--- config.mk ---
export PLATFORM = sky130hd
export DESIGN_NAME = xgemac_rx_read_ctrl
export DESIGN_NICKNAME = d
export VERILOG_FILES = /design/src/rtl/xgemac_pkg.sv /design/src/rtl/xgemac_sync_fifo.sv /design/src/rtl/xgemac_rx_read_ctrl.sv
export SDC_FILE = /design/constraint.sdc
export NUM_CORES = 1
export LEC_CHECK = 0
export ABC_AREA = 1
export BUFFER_PORTS_ARGS = -buffer_cell sky130_fd_sc_hd__buf_2
export CELL_PAD_IN_SITES_DETAIL_PLACEMENT = 0
export CELL_PAD_IN_SITES_GLOBAL_PLACEMENT = 1
export CORE_UTILIZATION = 49
export CTS_BUF_LIST = sky130_fd_sc_hd__clkbuf_16
export DETAILED_ROUTE_END_ITERATION = 10
export GPL_TIMING_DRIVEN = 0
export PLACE_DENSITY = 0.84
export SYNTH_ARGS = -nofsm -noshare
export SYNTH_HDL_FRONTEND = slang
export SYNTH_SLANG_ARGS = --single-unit
--- constraint.sdc ---
create_clock -name clk -period 10.25 [get_ports clk]
set_input_delay 3.075 -clock clk [delete_from_list [all_inputs] [get_ports clk]]
set_output_delay 3.075 -clock clk [all_outputs]
set_load 0.02 [all_outputs]
--- src/rtl/xgemac_pkg.sv ---
// Shared types and helpers for the XGEMAC receive path: FSM state encoding,
// receive word layout, statistics counter width and a saturating add.
package xgemac_pkg;

  localparam int CNT_W     = 16;
  localparam int RX_DATA_W = 64;
  localparam int RX_MOD_W  = 3;

  typedef enum logic [1:0] {
    RX_IDLE  = 2'd0,
    RX_READ  = 2'd1,
    RX_DRAIN = 2'd2
  } rx_state_t;

  typedef struct packed {
    logic [RX_DATA_W-1:0] data;
    logic [RX_MOD_W-1:0]  mod;
    logic                 sop;
    logic                 eop;
    logic                 err;
  } rx_word_t;

  // Adds a small increment and clamps at all-ones instead of wrapping.
  function automatic logic [CNT_W-1:0] sat_add(input logic [CNT_W-1:0] cnt,
                                               input logic [1:0]       inc);
    logic [CNT_W:0] sum;
    sum = {1'b0, cnt} + {{(CNT_W-1){1'b0}}, inc};
    return sum[CNT_W] ? {CNT_W{1'b1}} : sum[CNT_W-1:0];
  endfunction

endpackage

--- src/rtl/xgemac_sync_fifo.sv ---
// Single-clock skid FIFO with extra-MSB pointers; read data is combinational
// from the head entry and forced to zero while empty.
module xgemac_sync_fifo #(
  parameter  int WIDTH = 8,
  parameter  int DEPTH = 4,
  localparam int AW    = $clog2(DEPTH)
) (
  input  logic             clk,
  input  logic             rst_n,
  input  logic             i_wr_en,
  input  logic [WIDTH-1:0] i_wr_data,
  input  logic             i_rd_en,
  output logic [WIDTH-1:0] o_rd_data,
  output logic             o_full,
  output logic             o_empty,
  output logic [AW:0]      o_count
);

  logic [WIDTH-1:0] r_mem [DEPTH];
  logic [AW:0]      r_wr_ptr;
  logic [AW:0]      r_rd_ptr;
  logic             w_push;
  logic             w_pop;

  assign o_empty = (r_wr_ptr == r_rd_ptr);
  assign o_full  = (r_wr_ptr[AW] != r_rd_ptr[AW]) &&
                   (r_wr_ptr[AW-1:0] == r_rd_ptr[AW-1:0]);
  assign o_count = r_wr_ptr - r_rd_ptr;
  assign w_push  = i_wr_en && !o_full;
  assign w_pop   = i_rd_en && !o_empty;

  always_ff @(posedge clk or negedge rst_n) begin
    if (!rst_n) begin
      r_wr_ptr <= '0;
      r_rd_ptr <= '0;
    end else begin
      if (w_push) r_wr_ptr <= r_wr_ptr + {{AW{1'b0}}, 1'b1};
      if (w_pop)  r_rd_ptr <= r_rd_ptr + {{AW{1'b0}}, 1'b1};
    end
  end

  always_ff @(posedge clk) begin
    if (w_push) r_mem[r_wr_ptr[AW-1:0]] <= i_wr_data;
  end

  assign o_rd_data = o_empty ? '0 : r_mem[r_rd_ptr[AW-1:0]];

endmodule

--- src/rtl/xgemac_rx_read_ctrl.sv ---
// Pulls frames out of the XGEMAC receive interface with credit-based read
// enables, buffers them in a skid FIFO and keeps frame/error statistics.
module xgemac_rx_read_ctrl
  import xgemac_pkg::*;
#(
  parameter int DATA_W     = 64,
  parameter int MOD_W      = 3,
  parameter int FIFO_DEPTH = 4
) (
  input  logic              clk,
  input  logic              rst,
  output logic              pkt_rx_ren,
  input  logic              pkt_rx_avail,
  input  logic              pkt_rx_val,
  input  logic              pkt_rx_sop,
  input  logic              pkt_rx_eop,
  input  logic              pkt_rx_err,
  input  logic [DATA_W-1:0] pkt_rx_data,
  input  logic [MOD_W-1:0]  pkt_rx_mod,
  output logic              out_valid,
  input  logic              out_ready,
  output logic [DATA_W-1:0] out_data,
  output logic [MOD_W-1:0]  out_mod,
  output logic              out_sop,
  output logic              out_eop,
  output logic              out_err,
  output logic [CNT_W-1:0]  frame_cnt,
  output logic [CNT_W-1:0]  err_frame_cnt,
  output logic [CNT_W-1:0]  proto_err_cnt
);

  localparam int WORD_W = DATA_W + MOD_W + 3;
  localparam int AW     = $clog2(FIFO_DEPTH);

  rx_state_t         r_state;
  rx_state_t         w_state_nxt;
  logic              r_inflight;
  logic              r_in_frame;
  logic [CNT_W-1:0]  r_frame_cnt;
  logic [CNT_W-1:0]  r_err_frame_cnt;
  logic [CNT_W-1:0]  r_proto_err_cnt;
  logic [WORD_W-1:0] w_wr_word;
  logic [WORD_W-1:0] w_rd_word;
  logic              w_full;
  logic              w_empty;
  logic [AW:0]       w_count;
  logic [AW:0]       w_free;
  logic              w_credit_ok;
  logic              w_ren;
  logic              w_eop_seen;
  logic              w_seq_err;
  logic              w_ovf;
  logic [1:0]        w_proto_inc;

  assign w_free      = (AW+1)'(FIFO_DEPTH) - w_count;
  // A read issued last cycle lands this cycle, so its slot is already spoken for.
  assign w_credit_ok = w_free >= ((AW+1)'(2) + {{AW{1'b0}}, r_inflight});
  assign w_eop_seen  = pkt_rx_val && pkt_rx_eop;

  always_comb begin
    w_state_nxt = r_state;
    w_ren       = 1'b0;
    case (r_state)
      RX_IDLE: begin
        if (pkt_rx_avail && (w_free >= (AW+1)'(2))) w_state_nxt = RX_READ;
      end
      RX_READ: begin
        w_ren = w_credit_ok && !w_eop_seen;
        if (w_eop_seen) w_state_nxt = RX_DRAIN;
      end
      RX_DRAIN: w_state_nxt = RX_IDLE;
      default:  w_state_nxt = RX_IDLE;
    endcase
  end

  assign pkt_rx_ren = w_ren;

  always_ff @(posedge clk or negedge rst) begin
    if (!rst) begin
      r_state    <= RX_IDLE;
      r_inflight <= 1'b0;
    end else begin
      r_state    <= w_state_nxt;
      r_inflight <= w_ren;
    end
  end

  assign w_seq_err   = pkt_rx_val && (pkt_rx_sop ? r_in_frame : !r_in_frame);
  assign w_ovf       = pkt_rx_val && w_full;
  assign w_proto_inc = {1'b0, w_seq_err} + {1'b0, w_ovf};

  always_ff @(posedge clk or negedge rst) begin
    if (!rst) begin
      r_in_frame      <= 1'b0;
      r_frame_cnt     <= '0;
      r_err_frame_cnt <= '0;
      r_proto_err_cnt <= '0;
    end else begin
      if (pkt_rx_val) begin
        if (pkt_rx_eop)      r_in_frame <= 1'b0;
        else if (pkt_rx_sop) r_in_frame <= 1'b1;
      end
      r_frame_cnt     <= sat_add(r_frame_cnt, {1'b0, w_eop_seen});
      r_err_frame_cnt <= sat_add(r_err_frame_cnt, {1'b0, w_eop_seen && pkt_rx_err});
      r_proto_err_cnt <= sat_add(r_proto_err_cnt, w_proto_inc);
    end
  end

  assign frame_cnt     = r_frame_cnt;
  assign err_frame_cnt = r_err_frame_cnt;
  assign proto_err_cnt = r_proto_err_cnt;

  assign w_wr_word = {pkt_rx_data, pkt_rx_mod, pkt_rx_sop, pkt_rx_eop, pkt_rx_err};

  xgemac_sync_fifo #(
    .WIDTH (WORD_W),
    .DEPTH (FIFO_DEPTH)
  ) u_fifo (
    .clk       (clk),
    .rst_n     (rst),
    .i_wr_en   (pkt_rx_val),
    .i_wr_data (w_wr_word),
    .i_rd_en   (out_ready),
    .o_rd_data (w_rd_word),
    .o_full    (w_full),
    .o_empty   (w_empty),
    .o_count   (w_count)
  );

  assign out_valid = !w_empty;
  assign {out_data, out_mod, out_sop, out_eop, out_err} = w_rd_word;

endmodule

==> results.md <==
- Die span in x: 172 um
- GRT Max-Usage Layer: met2
- Post-synth top area cell: edfxtp_1
- Sum Neg Setup Slack: 0 ns
- DR DRC count: 0
- Global routing usage on met2: 38.1%
- Drt first-iter violations: 820
- Ys Warns: 0
- Sw Ratio: 39.8%
- Slew Limit Fails: 0
- CTS tree: built
- Largest net degree at the start of global routing: 59
- Critical R2R Launch: u_fifo.r_rd_ptr[0]$_DFFE_PN0P_
- Crit end category: primary output
- WL/cell: 17.3 um
- GR Util met1: 29.6%
- Clock transition at path regs: 0.06 ns
- Clock Skews: 0.0128 ns
- Routed Antenna Nets: 0
- Critical path origin: pkt_rx_val
- Global Route Usage Sum: 22.7%
- Root buffer cell: clkbuf_16
- Pwr Density: 322 mW/mm2
- Placed wire-length estimate: 21700 um
- Asr flop ratio synth: 17.2%
- Clock sinks: 338
- Worst-Margin Slew: 0.937 ns
- Clock power frac: 23.6%
- Yosys cell types: 31
- Yosys top cell area share: 59.4%
- Max-cap violations: 0
- Top Ports: 195
- Initial antenna violation count: 8
- First-pass GRT wire length: 50800 um
- Net Switching: 0.00218 W
- Ranking of synthesized cells by area: edfxtp_1 59%, dfrtp_1 10%, nor2_1 8.8%, o21ai_0 4.5%, nand2_1 3.6%
- Startpoint types: input port
- Vias in the first global route: 9432
- Leak pwr: 6.75 nW
- Worst setup endpoint: pkt_rx_ren
- Status: complete, no violations
- Met3 Track Usage GR: 4.97%
- Delay-heaviest family, CP: buffers and inverters
- Die Ht: 172 um
- Total power: 0.00548 W
- Core Area: 0.0281 mm2
- Reg2reg end: u_fifo.r_mem[2][45]$_DFFE_PP_
- Drt pass-1 iters: 7
- Minimum clock period after layout: 7.02 ns
- Cell Int Power: 0.00330 W
- Maximum vdd drop: 0.198 mV
- Most common cell in the netlist: nor2_1
- Reg power frac: 34.5%
- Post-Syn Nets: 1353
- Nets: 1594
- Clk buf depth: 3
- Via density: 5.14
- GRT Residual Overflow: 0
- Worst R2R Setup Slack: 6.63 ns
- IO Port Bufs: 194
- PostCTS Resize Cnt: 0
- RSZ-0062 raised after global routing: no
- Gate power share: 41.9%
- Final GP Congestion: 0.796
- Final setup violation count: 0
- Register bit total from synthesis: 338
- Dominant synthesized flop cell: edfxtp_1
- Delay of the slowest cell on the worst path: 0.20 ns
- CP Cell Sequence: buf_2 > nand2_1 > inv_1 > nor2_1 > nand2_1 > nor2_1 > buf_2
- Final Util: 60.6%
- WP depth: 7
- Critical path peak fanout: 7
- Syn_area_per_cell: 11.2 um2
- Number of H-tree levels: 2
- Post-synth EDFFs: 280
- Slowest-stage cell, CP: buf_2
- CTS buffer count: 36
- Clock Latency Late Sink: 0.51 ns
- Peak Freq: 142 MHz
- R2R cell count: 10
- Final Hold Viols: 0
- Initial core utilization: 50.4%
- Crit path kind: input port to primary output
- Min-Delay Path Class: flip-flop to flip-flop
- Setup Buffers After CTS: 0
- Ratio of cells with drive above 1 in the final layout: 20.7%
- Area grow syn2layout: 20.3%
- Post-synthesis cell count: 1263
- Seq/Total Area, Yosys: 69.6%
- Tcrit/Tclk final: 68.5%
- Crit path arrival time: 3.94 ns
- Hold_buf cts: 0
- CP Buf/Inv Count: 3
- Top post-synthesis cells by count: 331 x nor2_1, 280 x edfxtp_1, 134 x nand2_1
- Die area: 0.0296 mm2
- Max_slew headroom: 37.4%
- Critical Path RT: 7.18 ns
- Synthesized area: 0.0142 mm2
- Routed wire length: 33100 um
- Row cnt: 61
- DR vias: 9830
metal layers:
layer / vias up / wire (um) / part of all wire (%)
li1: 4805 / - / -
met1: 4673 / 14100 / 43
met2: 282 / 15900 / 48
met3: 60 / 2280 / 6.9
met4: 10 / 679 / 2.1
met5: - / 63 / 0.19
power by group through the flow:
stage	clock network (W)	registers (W)	logic [W]
finish	0.00129	0.00189	0.00230
floorplan	0	0.00196	0.00142
global route	0.00136	0.00192	0.00251
global placement	0	0.00196	0.00221
CTS	0.00131	0.00189	0.00232
detailed placement	0	0.00192	0.00231
registers in the layout (all words and copies together) (netlist names):
register and cells:
r_in_frame 1, frame_cnt 16, r_inflight 1, r_state 2, u_fifo.r_rd_ptr 3, err_frame_cnt 16, proto_err_cnt 16, u_fifo.r_wr_ptr 3
u_fifo.r_mem 280
kinds of logic (layout without fill, tap and decap cells):
kind of cell / count (synthesis) / count (layout) / synth area share [%]
simple gates: 544 / 544 / 15.6
flops: 338 / 338 / 69.6
compound gates: 228 / 228 / 8.06
buf+inv: 120 / 385 / 4.18
xor+xnor: 18 / 18 / 1.11
fa+ha+maj: 15 / 15 / 1.38
other cells: 0 / 6 / 0
worst reg2reg max path, stage by stage (launching register included):
cell     delay (ns)
dfrtp_1        0.40
buf_6          0.15
inv_2          0.15
buf_6          0.19
buf_2          0.28
ha_1           0.35
nand3_1        0.15
nand2_1        0.29
nor2_4         0.82
buf_12         0.32
buf_16         0.21
worst min path at each step:
stage               depth (start not counted)                     from                       to  slack, ns
global placement                            2  frame_cnt[15]$_DFF_PN0_  frame_cnt[15]$_DFF_PN0_       0.51
CTS                                         3   r_state[1]$_DFFE_PN0P_   r_state[1]$_DFFE_PN0P_       0.53
global route                                2  frame_cnt[15]$_DFF_PN0_  frame_cnt[15]$_DFF_PN0_       0.55
detailed placement                          2  frame_cnt[15]$_DFF_PN0_  frame_cnt[15]$_DFF_PN0_       0.52
finish                                      3   r_state[1]$_DFFE_PN0P_   r_state[1]$_DFFE_PN0P_       0.52
floorplan                                   3   r_state[1]$_DFFE_PN0P_   r_state[1]$_DFFE_PN0P_       0.49
layout by cell type (no fill, tap or decap), drive strengths merged:
cell / instances
ha: 14
nand4: 8
dfrtp: 58
nor3: 5
xnor2: 12
nand3: 44
nor2: 336
a21oi: 71
clkinvlp: 1
diode: 6
edfxtp: 280
nand2: 140
nand3b: 3
fa: 1
xor2: 6
nor3b: 1
clkbuf: 58
buf: 236
o21ai: 157
inv: 71
or2: 7
bufinv: 5
clkinv: 14
final cells by class:
type	instances	area, um2
fill	2297	11100
buffer	54	344
antenna	6	15.0
sequential	338	9860
inverter	66	248
tap	378	473
multi-input combinational	805	3740
timing repair buffer	203	1180
clock buffer	37	926
clock inverter	25	248
stage by stage:
stage               cells  area (um2)  setup slack, ns  hold slack, ns
detailed placement   1844       15800             3.20           0.515
floorplan            1263       14200             3.49           0.491
CTS                  1906       17000             3.20           0.528
finish               1912       17000             3.23           0.521
global placement     1835       15600             1.03           0.513
global route         1907       17000             3.10           0.553
No activity file was read; power rests on OpenSTA's default activity.
